<file path="config.mk">
export PLATFORM = sky130hd
export DESIGN_NAME = register_read_flat
export DESIGN_NICKNAME = d
export VERILOG_FILES = /design/src/rtl/regread_pkg.sv /design/src/rtl/register_read_if.sv /design/src/rtl/register_read_scoreboard.sv /design/src/rtl/register_read.sv /design/src/flat_wrapper.sv
export SDC_FILE = /design/constraint.sdc
export NUM_CORES = 2
export LEC_CHECK = 0
export CORE_ASPECT_RATIO = 0.5
export CORE_MARGIN = 4
export CORE_UTILIZATION = 50
export CTS_CLUSTER_SIZE = 14
export DETAILED_ROUTE_END_ITERATION = 16
export HOLD_SLACK_MARGIN = 0.05
export PLACE_DENSITY_LB_ADDON = 0.3
export SYNTH_ARGS = -nofsm -noshare
export SYNTH_HDL_FRONTEND = slang
export SYNTH_SLANG_ARGS = --single-unit
</file>
<file path="constraint.sdc">
create_clock -name clk -period 6.75 [get_ports clk]
set_input_delay 1.35 -clock clk [delete_from_list [all_inputs] [get_ports clk]]
set_output_delay 1.35 -clock clk [all_outputs]
set_load 0.02 [all_outputs]
</file>
<file path="src/rtl/regread_pkg.sv">
// Shared types and default sizes for the register-read stage and its scoreboard.
package regread_pkg;

    localparam int XLEN_DEFAULT     = 32;
    localparam int NUM_REGS_DEFAULT = 32;
    localparam int REG_IDX_W        = $clog2(NUM_REGS_DEFAULT);

    typedef logic [REG_IDX_W-1:0] reg_idx_t;

    typedef enum logic [1:0] {
        IDLE  = 2'd0,
        CHECK = 2'd1,
        HOLD  = 2'd2
    } rr_state_t;

endpackage

</file>
<file path="src/rtl/register_read_if.sv">
// Decode, execute-handshake, writeback and operand signals of the register-read stage.
interface register_read_if #(
    parameter int XLEN      = 32,
    parameter int REG_IDX_W = 5
);
    logic                 decode_valid;
    logic [REG_IDX_W-1:0] decode_rs1;
    logic [REG_IDX_W-1:0] decode_rs2;
    logic [REG_IDX_W-1:0] decode_rd;
    logic                 decode_uses_rs1;
    logic                 decode_uses_rs2;
    logic                 decode_writes_rd;
    logic                 execute_processing;
    logic                 wb_valid;
    logic [REG_IDX_W-1:0] wb_rd;
    logic [XLEN-1:0]      wb_val;
    logic [XLEN-1:0]      read_rs1_val;
    logic [XLEN-1:0]      read_rs2_val;
    logic                 read_valid;
    logic                 processing;

    modport master (
        output decode_valid, decode_rs1, decode_rs2, decode_rd,
               decode_uses_rs1, decode_uses_rs2, decode_writes_rd,
               execute_processing, wb_valid, wb_rd, wb_val,
        input  read_rs1_val, read_rs2_val, read_valid, processing
    );

    modport slave (
        input  decode_valid, decode_rs1, decode_rs2, decode_rd,
               decode_uses_rs1, decode_uses_rs2, decode_writes_rd,
               execute_processing, wb_valid, wb_rd, wb_val,
        output read_rs1_val, read_rs2_val, read_valid, processing
    );
endinterface

</file>
<file path="src/rtl/register_read_scoreboard.sv">
// Pending-write bitmap: one bit per architectural register, x0 never pending.
module reg_scoreboard
    import regread_pkg::*;
#(
    parameter int NUM_REGS = NUM_REGS_DEFAULT
) (
    input  logic     clk,
    input  logic     rst_n,
    input  logic     set_en,
    input  reg_idx_t set_idx,
    input  logic     clr_en,
    input  reg_idx_t clr_idx,
    input  reg_idx_t look_a_idx,
    input  reg_idx_t look_b_idx,
    output logic     pend_a,
    output logic     pend_b
);
    logic [NUM_REGS-1:0] pending;

    // Set is applied after clear so a same-cycle set/clear of one index leaves it pending.
    always_ff @(posedge clk) begin
        if (!rst_n) begin
            pending <= '0;
        end else begin
            if (clr_en && clr_idx != '0) pending[clr_idx] <= 1'b0;
            if (set_en && set_idx != '0) pending[set_idx] <= 1'b1;
        end
    end

    assign pend_a = pending[look_a_idx];
    assign pend_b = pending[look_b_idx];
endmodule

</file>
<file path="src/rtl/register_read.sv">
// Register-read stage: register file, hazard stall and operand hand-off to execute.
// Optional REGREAD_BYPASS_EN forwards a same-cycle writeback into a stalled operand.
//
// state | meaning
// IDLE  | waiting for a decoded instruction
// CHECK | instruction latched, stalling while a source is pending
// HOLD  | operands presented until execute accepts them
module register_read
    import regread_pkg::*;
#(
    parameter int XLEN     = XLEN_DEFAULT,
    parameter int NUM_REGS = NUM_REGS_DEFAULT
) (
    input logic            clk,
    input logic            rst_n,
    register_read_if.slave bus
);
    rr_state_t       state;
    reg_idx_t        rs1_q, rs2_q, rd_q;
    logic            uses_rs1_q, uses_rs2_q, writes_rd_q;
    logic [XLEN-1:0] regs [NUM_REGS];
    logic [XLEN-1:0] rs1_val_q, rs2_val_q;
    logic            read_valid_q, processing_q;

    logic            pend_rs1, pend_rs2;
    logic            wb_write, dispatch;
    logic            hit_rs1, hit_rs2, hazard;
    logic [XLEN-1:0] src1, src2;

    assign wb_write = bus.wb_valid && bus.wb_rd != '0;
    assign dispatch = state == HOLD && !bus.execute_processing;

    always_comb begin
        hit_rs1 = 1'b0;
        hit_rs2 = 1'b0;
`ifdef REGREAD_BYPASS_EN
        hit_rs1 = wb_write && bus.wb_rd == rs1_q;
        hit_rs2 = wb_write && bus.wb_rd == rs2_q;
`endif
        hazard = (uses_rs1_q && pend_rs1 && !hit_rs1) ||
                 (uses_rs2_q && pend_rs2 && !hit_rs2);
        src1 = '0;
        src2 = '0;
        if (uses_rs1_q && rs1_q != '0) src1 = hit_rs1 ? bus.wb_val : regs[rs1_q];
        if (uses_rs2_q && rs2_q != '0) src2 = hit_rs2 ? bus.wb_val : regs[rs2_q];
    end

    reg_scoreboard #(.NUM_REGS(NUM_REGS)) u_scoreboard (
        .clk        (clk),
        .rst_n      (rst_n),
        .set_en     (dispatch && writes_rd_q),
        .set_idx    (rd_q),
        .clr_en     (wb_write),
        .clr_idx    (bus.wb_rd),
        .look_a_idx (rs1_q),
        .look_b_idx (rs2_q),
        .pend_a     (pend_rs1),
        .pend_b     (pend_rs2)
    );

    always_ff @(posedge clk) begin
        if (!rst_n) begin
            for (int i = 0; i < NUM_REGS; i++) regs[i] <= '0;
        end else if (wb_write) begin
            regs[bus.wb_rd] <= bus.wb_val;
        end
    end

    always_ff @(posedge clk) begin
        if (!rst_n) begin
            state        <= IDLE;
            rs1_q        <= '0;
            rs2_q        <= '0;
            rd_q         <= '0;
            uses_rs1_q   <= 1'b0;
            uses_rs2_q   <= 1'b0;
            writes_rd_q  <= 1'b0;
            rs1_val_q    <= '0;
            rs2_val_q    <= '0;
            read_valid_q <= 1'b0;
            processing_q <= 1'b0;
        end else begin
            case (state)
                IDLE: begin
                    if (bus.decode_valid) begin
                        rs1_q        <= bus.decode_rs1;
                        rs2_q        <= bus.decode_rs2;
                        rd_q         <= bus.decode_rd;
                        uses_rs1_q   <= bus.decode_uses_rs1;
                        uses_rs2_q   <= bus.decode_uses_rs2;
                        writes_rd_q  <= bus.decode_writes_rd;
                        processing_q <= 1'b1;
                        state        <= CHECK;
                    end
                end
                CHECK: begin
                    if (!hazard) begin
                        rs1_val_q    <= src1;
                        rs2_val_q    <= src2;
                        read_valid_q <= 1'b1;
                        state        <= HOLD;
                    end
                end
                HOLD: begin
                    if (!bus.execute_processing) begin
                        read_valid_q <= 1'b0;
                        processing_q <= 1'b0;
                        state        <= IDLE;
                    end
                end
                default: state <= IDLE;
            endcase
        end
    end

    assign bus.read_rs1_val = rs1_val_q;
    assign bus.read_rs2_val = rs2_val_q;
    assign bus.read_valid   = read_valid_q;
    assign bus.processing   = processing_q;
endmodule

</file>
<file path="src/flat_wrapper.sv">
// flat-port wrapper written by rule: the top's interface ports become plain ports
module register_read_flat import regread_pkg::*;
#(
    parameter int XLEN     = XLEN_DEFAULT,
    parameter int NUM_REGS = NUM_REGS_DEFAULT
)
  (clk, rst_n, bus_decode_valid, bus_decode_rs1, bus_decode_rs2, bus_decode_rd, bus_decode_uses_rs1, bus_decode_uses_rs2, bus_decode_writes_rd, bus_execute_processing, bus_wb_valid, bus_wb_rd, bus_wb_val, bus_read_rs1_val, bus_read_rs2_val, bus_read_valid, bus_processing);
  register_read_if #(.XLEN(XLEN), .REG_IDX_W(5)) bus_i ();
  input logic clk;
  input logic rst_n;
  input wire logic [$bits(bus_i.decode_valid)-1:0] bus_decode_valid;
  input wire logic [$bits(bus_i.decode_rs1)-1:0] bus_decode_rs1;
  input wire logic [$bits(bus_i.decode_rs2)-1:0] bus_decode_rs2;
  input wire logic [$bits(bus_i.decode_rd)-1:0] bus_decode_rd;
  input wire logic [$bits(bus_i.decode_uses_rs1)-1:0] bus_decode_uses_rs1;
  input wire logic [$bits(bus_i.decode_uses_rs2)-1:0] bus_decode_uses_rs2;
  input wire logic [$bits(bus_i.decode_writes_rd)-1:0] bus_decode_writes_rd;
  input wire logic [$bits(bus_i.execute_processing)-1:0] bus_execute_processing;
  input wire logic [$bits(bus_i.wb_valid)-1:0] bus_wb_valid;
  input wire logic [$bits(bus_i.wb_rd)-1:0] bus_wb_rd;
  input wire logic [$bits(bus_i.wb_val)-1:0] bus_wb_val;
  output wire logic [$bits(bus_i.read_rs1_val)-1:0] bus_read_rs1_val;
  output wire logic [$bits(bus_i.read_rs2_val)-1:0] bus_read_rs2_val;
  output wire logic [$bits(bus_i.read_valid)-1:0] bus_read_valid;
  output wire logic [$bits(bus_i.processing)-1:0] bus_processing;
  assign bus_i.decode_valid = bus_decode_valid;
  assign bus_i.decode_rs1 = bus_decode_rs1;
  assign bus_i.decode_rs2 = bus_decode_rs2;
  assign bus_i.decode_rd = bus_decode_rd;
  assign bus_i.decode_uses_rs1 = bus_decode_uses_rs1;
  assign bus_i.decode_uses_rs2 = bus_decode_uses_rs2;
  assign bus_i.decode_writes_rd = bus_decode_writes_rd;
  assign bus_i.execute_processing = bus_execute_processing;
  assign bus_i.wb_valid = bus_wb_valid;
  assign bus_i.wb_rd = bus_wb_rd;
  assign bus_i.wb_val = bus_wb_val;
  assign bus_read_rs1_val = bus_i.read_rs1_val;
  assign bus_read_rs2_val = bus_i.read_rs2_val;
  assign bus_read_valid = bus_i.read_valid;
  assign bus_processing = bus_i.processing;
  register_read #(.XLEN(XLEN), .NUM_REGS(NUM_REGS)) u_core (.clk(clk), .rst_n(rst_n), .bus(bus_i));
endmodule
</file>
Word level (Yosys, flattened, before mapping)
Memories as Yosys holds them, arrays and structs flattened. A register that Yosys moved wholly into a read port is not among the register bits.
Cells that the tools add are included.
- word-level logic and storage cells: 87
- memories: 1
- bits in writable memories: 1024
- output and inout bits: 66
- flip-flop bits (word level): 118
- eq/ne operators: 5
- order comparisons: 6
- reduce and logical (&&, ||, !) cells: 26
- bitwise gates (word level): 4
- multiplexer cells: 33
- memories (name ; depth ; width ; read ports ; clocked after Yosys merged registers in ; wr ports ; RTL line ; text):
    u_core.regs ; 32 ; 32 ; 2 ; 2 ; 32 ; register_read.sv:21 ; logic [XLEN-1:0] regs [NUM_REGS];
- operators by type and width (cell ; number):
    two-way mux 32 bit ; 6
    AND 32 bit ; 1
    NOT 32 bit ; 1
    OR 32 bit ; 1
    OR reduction 32 bit ; 1
    two-way mux 5 bit ; 5
    < comparator 5 x 6 -> 1 bit (second input constant) ; 4
    nonzero test 5 bit ; 4
    two-way mux 1 bit ; 12
    logical AND 1 bit ; 11
    binary-select mux 1 bit (select 5 bit) ; 2
    demux 1 bit (select 5 bit) ; 2
    greater-or-equal comparator 5 x 1 -> 1 bit (second input constant) ; 2
    AND reduction 3 bit ; 3
    two-way mux 2 bit ; 3
    inequality test 2 bit (second input constant) ; 3
    case mux 2 bit (3 select lines) ; 1
    case mux 1 bit (2 select lines) ; 2
    AND reduction 2 bit ; 2
    nonzero test 2 bit ; 2
    equality test 2 x 1 -> 1 bit (second input constant) ; 1
    equality test 2 bit (second input constant) ; 1
    logical NOT 2 bit ; 1
    logical NOT 1 bit ; 1
    2 further kinds ; 2

Logic depth before layout (Yosys ltp)
- depth after elaboration: 10
- depth in mapped cells: 9
- depth with buffers taken out: 6

By module
Synthesis repeated with hierarchy kept, for this count alone.
- cell total of the unflattened synthesis: 4227
- area total of the unflattened synthesis: 59678.5 um^2
- by module, submodules not included (module ; area each (um^2) ; seq. area each (um^2) ; instances ; cells each):
    register_read ; 57662.8 ; 32671.3 ; 1 ; 3978
    reg_scoreboard ; 2015.7 ; 640.6 ; 1 ; 249

Worst setup path after synthesis
Ideal clock, no wire load.
- path kind: input-to-reg
- start point: input bus_wb_rd[1]
- end point: memory u_core.regs[24][0], enable pin
- buffers on the path: 0
- cell stages on the path: 3
- setup time: 468 ps
- setup slack: 1950 ps
- data arrival time: 4332 ps
- cell sequence: or3b_1 nand2b_1 o21ai_0
- RTL lines (element ; RTL line ; text):
    start: declaration ; flat_wrapper.sv:20 ; input wire logic [$bits(bus_i.wb_rd)-1:0] bus_wb_rd;
    end: declaration ; register_read.sv:21 ;

==> qor.yml <==
outcome: "finished, final reports clean"
dp.cells: 5420
post-route-drc-count: 0
gr-total-overflow: 0
clk_pin_slew_worst_paths_ps: 70
fin_area_um2: 65600
hold_path_class: "flop to flop"
ctsResizeCount: 0
first_global_vias: 37800
switching_share_pct: 25.1
cp_data_arrival_time_ps: 4940
maxSlewViolCount: 0
drt_iter0_drc: 6240
die_y_um: 251
maxCapViolCount: 0
rows: 88
synth_top_area_share_pct: 52.2
hold_slack_ps: 459
dieArea_um2: 124000
area_growth_pct: 11.5
synth_xor_area_share_pct: 0
p_leak_uw: 0.0213
finalSetupViolations: 0
fin_tns_setup_ps: 0
report.final.hold_viol_count: 0
synthMuxAreaShare_pct: 22.1
rsz0062_at_grt: "no"
wl_met1_mm: 72.9
grt_max_degree: 90
synth-edff-count: 1024
final_nets: 4012
yosysMostFrequentCell: "edfxtp_1"
clock_skew_ps: 27.3
cts_buffers: 105
synth_compound_area_share_pct: 5.26
synth_top_family_by_area: "multiplexers"
syn-mean-instance-area_um2: 14.7
p_switching_uw: 4120
instances_no_fill: 5625
drive_above_1_share_pct: 21.5
period_share_pct: 64.7
synth.top_cells.by_area: "edfxtp_1, mux4_2, and2_1"
hpwlAfterDp_mm: 116
power_density_nw_per_um2: 251
htreeDepth: 3
placedInstanceArea_um2: 62100
clock-sinks: 1152
finalWirelength_mm: 199
fmax_mhz: 229
highest_layer: "met5"
root_buffer: "clkbuf_16"
end_kind: "flop"
route.met3.wl_mm: 30.4
firstDrtPassIters: 6
p_int_uw: 12300
die_w_um: 493
synth-simple-area-share_pct: 12.9
slew_headroom_pct: 8.14
via_per_inst: 6.84
share_comb_of_total_power_pct: 11.4
antenna_found_initial: 20
cts_setup_buffers: 0
io_buffers: 125
synthAdderAreaFrac_pct: 0
cts_hold_buf: 0
tightest_slew_ps: 1370
period_minus_slack_ps: 4360
p_seq_share_pct: 51.0
ys_types: 47
cts_tree: "built"
clock_latency_ps: 730
ys_seq_elements: 1152
drtAntennaViolNets: 0
start_util_pct: 50.7
track_usage_pct: 32.0
place.gp.congestion: 0.892
n_fill_cell: 8983
ioPinCount: 126
synth_area_leader_cell: "edfxtp_1"
post_drt_wl_per_cell_um: 35.4
vias: 38500
synth_common_cells: "edfxtp_1, and2_1, mux4_2, clkbuf_1, a22oi_1"
setup.worst_path.class: "primary input to flop"
synth-async-reset-ratio_pct: 0
yosysWarningCount: 0
grt_pass1_wl_mm: 280
met2_length_mm: 86.3
ys_seq_area_share_pct: 56.6
cts.path.max_buffers: 3
crit_fanout: 32
peakVddDrop_v: 0.000224
crit_required_ps: 7330
synth_ff_type: "edfxtp_1"
syn_inst: 4005
core_um2: 116000
clkPwrFrac_pct: 37.5
synth_area_um2: 58900
start_kind: "primary input"
[metrics by stage]
step                utilization (%)  worst slack, ps  total power, uW
finish                         56.5             2390            16400
CTS                            56.5             2460            16400
global placement               53.5             1890            10300
detailed placement             53.5             1700            10400
floorplan                         -             1950             9670
global route                   56.5             2340            16900
[path summary, 6_finish.rpt]
check        cells after the start                          end  slack [ps]                   startpoint
max reg2reg                      7   u_core.bus.read_rs1_val[6]        2840              u_core.rs2_q[0]
min                              2  u_core.bus.read_rs2_val[21]         460  u_core.bus.read_rs2_val[21]
max                              6           u_core.regs[24][8]        2390                 bus_wb_rd[3]
min reg2reg                      2  u_core.bus.read_rs2_val[21]         460  u_core.bus.read_rs2_val[21]
[layout make-up]
type	instances	area [um2]	area share, %
repair buffers	229	2160	3.29
well taps	1575	1970	3.00
clock buffers	145	2940	4.48
clock inverters	49	504	0.769
multi-input cells	2432	24500	37.4
flip-flops and latches	1152	33300	50.8
inverters	32	121	0.185
diodes	11	27.5	0.0420
[power by group through the flow]
stage | Sequential, uW | Clock (uW) | Combinational [uW]
detailed placement | 8530 | 0 | 1840
CTS | 8380 | 6200 | 1850
global placement | 8490 | 0 | 1820
global route | 8420 | 6500 | 1950
finish | 8390 | 6180 | 1880
floorplan | 8410 | 0 | 1250
[layout by cell type (no fill, tap or decap), types with 32 or more instances in the layout]
master / n
edfxtp_1: 1024
and2_1: 993
mux4_2: 524
a22oi_1: 159
clkdlybuf4s50_1: 124
dfxtp_1: 120
mux2i_1: 118
a211oi_1: 114
nand2_1: 112
a21oi_1: 112
clkbuf_16: 107
buf_4: 94
nor2b_1: 56
nor2_1: 45
nor2_4: 34
conb_1: 32
[worst max-delay path, stage by stage]
cell,delay [ps]
clkdlybuf4s50_1,590
or3_1,600
nand2b_1,420
or2_1,560
nor2_4,1110
and2_1,270
[layer usage]
layer  GRT usage [%]  up-vias
met5               0        -
li1                -    15200
met3            11.9      529
met2            46.4     3093
met4            13.7        6
met1            43.6    19600
[cells by family after synthesis]
family | count (synthesis)
flip-flops | 1152
AND/OR/NAND/NOR | 1292
buffers and inverters | 452
other | 1
multiplexers | 646
AO/OA/AOI/OAI | 462
[sequential cells by signal, indices dropped and copies added, names as in the netlist, 2 cells and up, named ones only]
| register | flops |
|---|---|
| u_core.regs | 1024 |
| u_core.bus.read_rs2_val | 32 |
| u_core.rs1_q | 5 |
| u_core.rd_q | 5 |
| u_core.state | 2 |
| u_core.rs2_q | 5 |
| u_core.u_scoreboard.pending | 32 |
| u_core.bus.read_rs1_val | 32 |
Power figures use the tool's default switching activity.
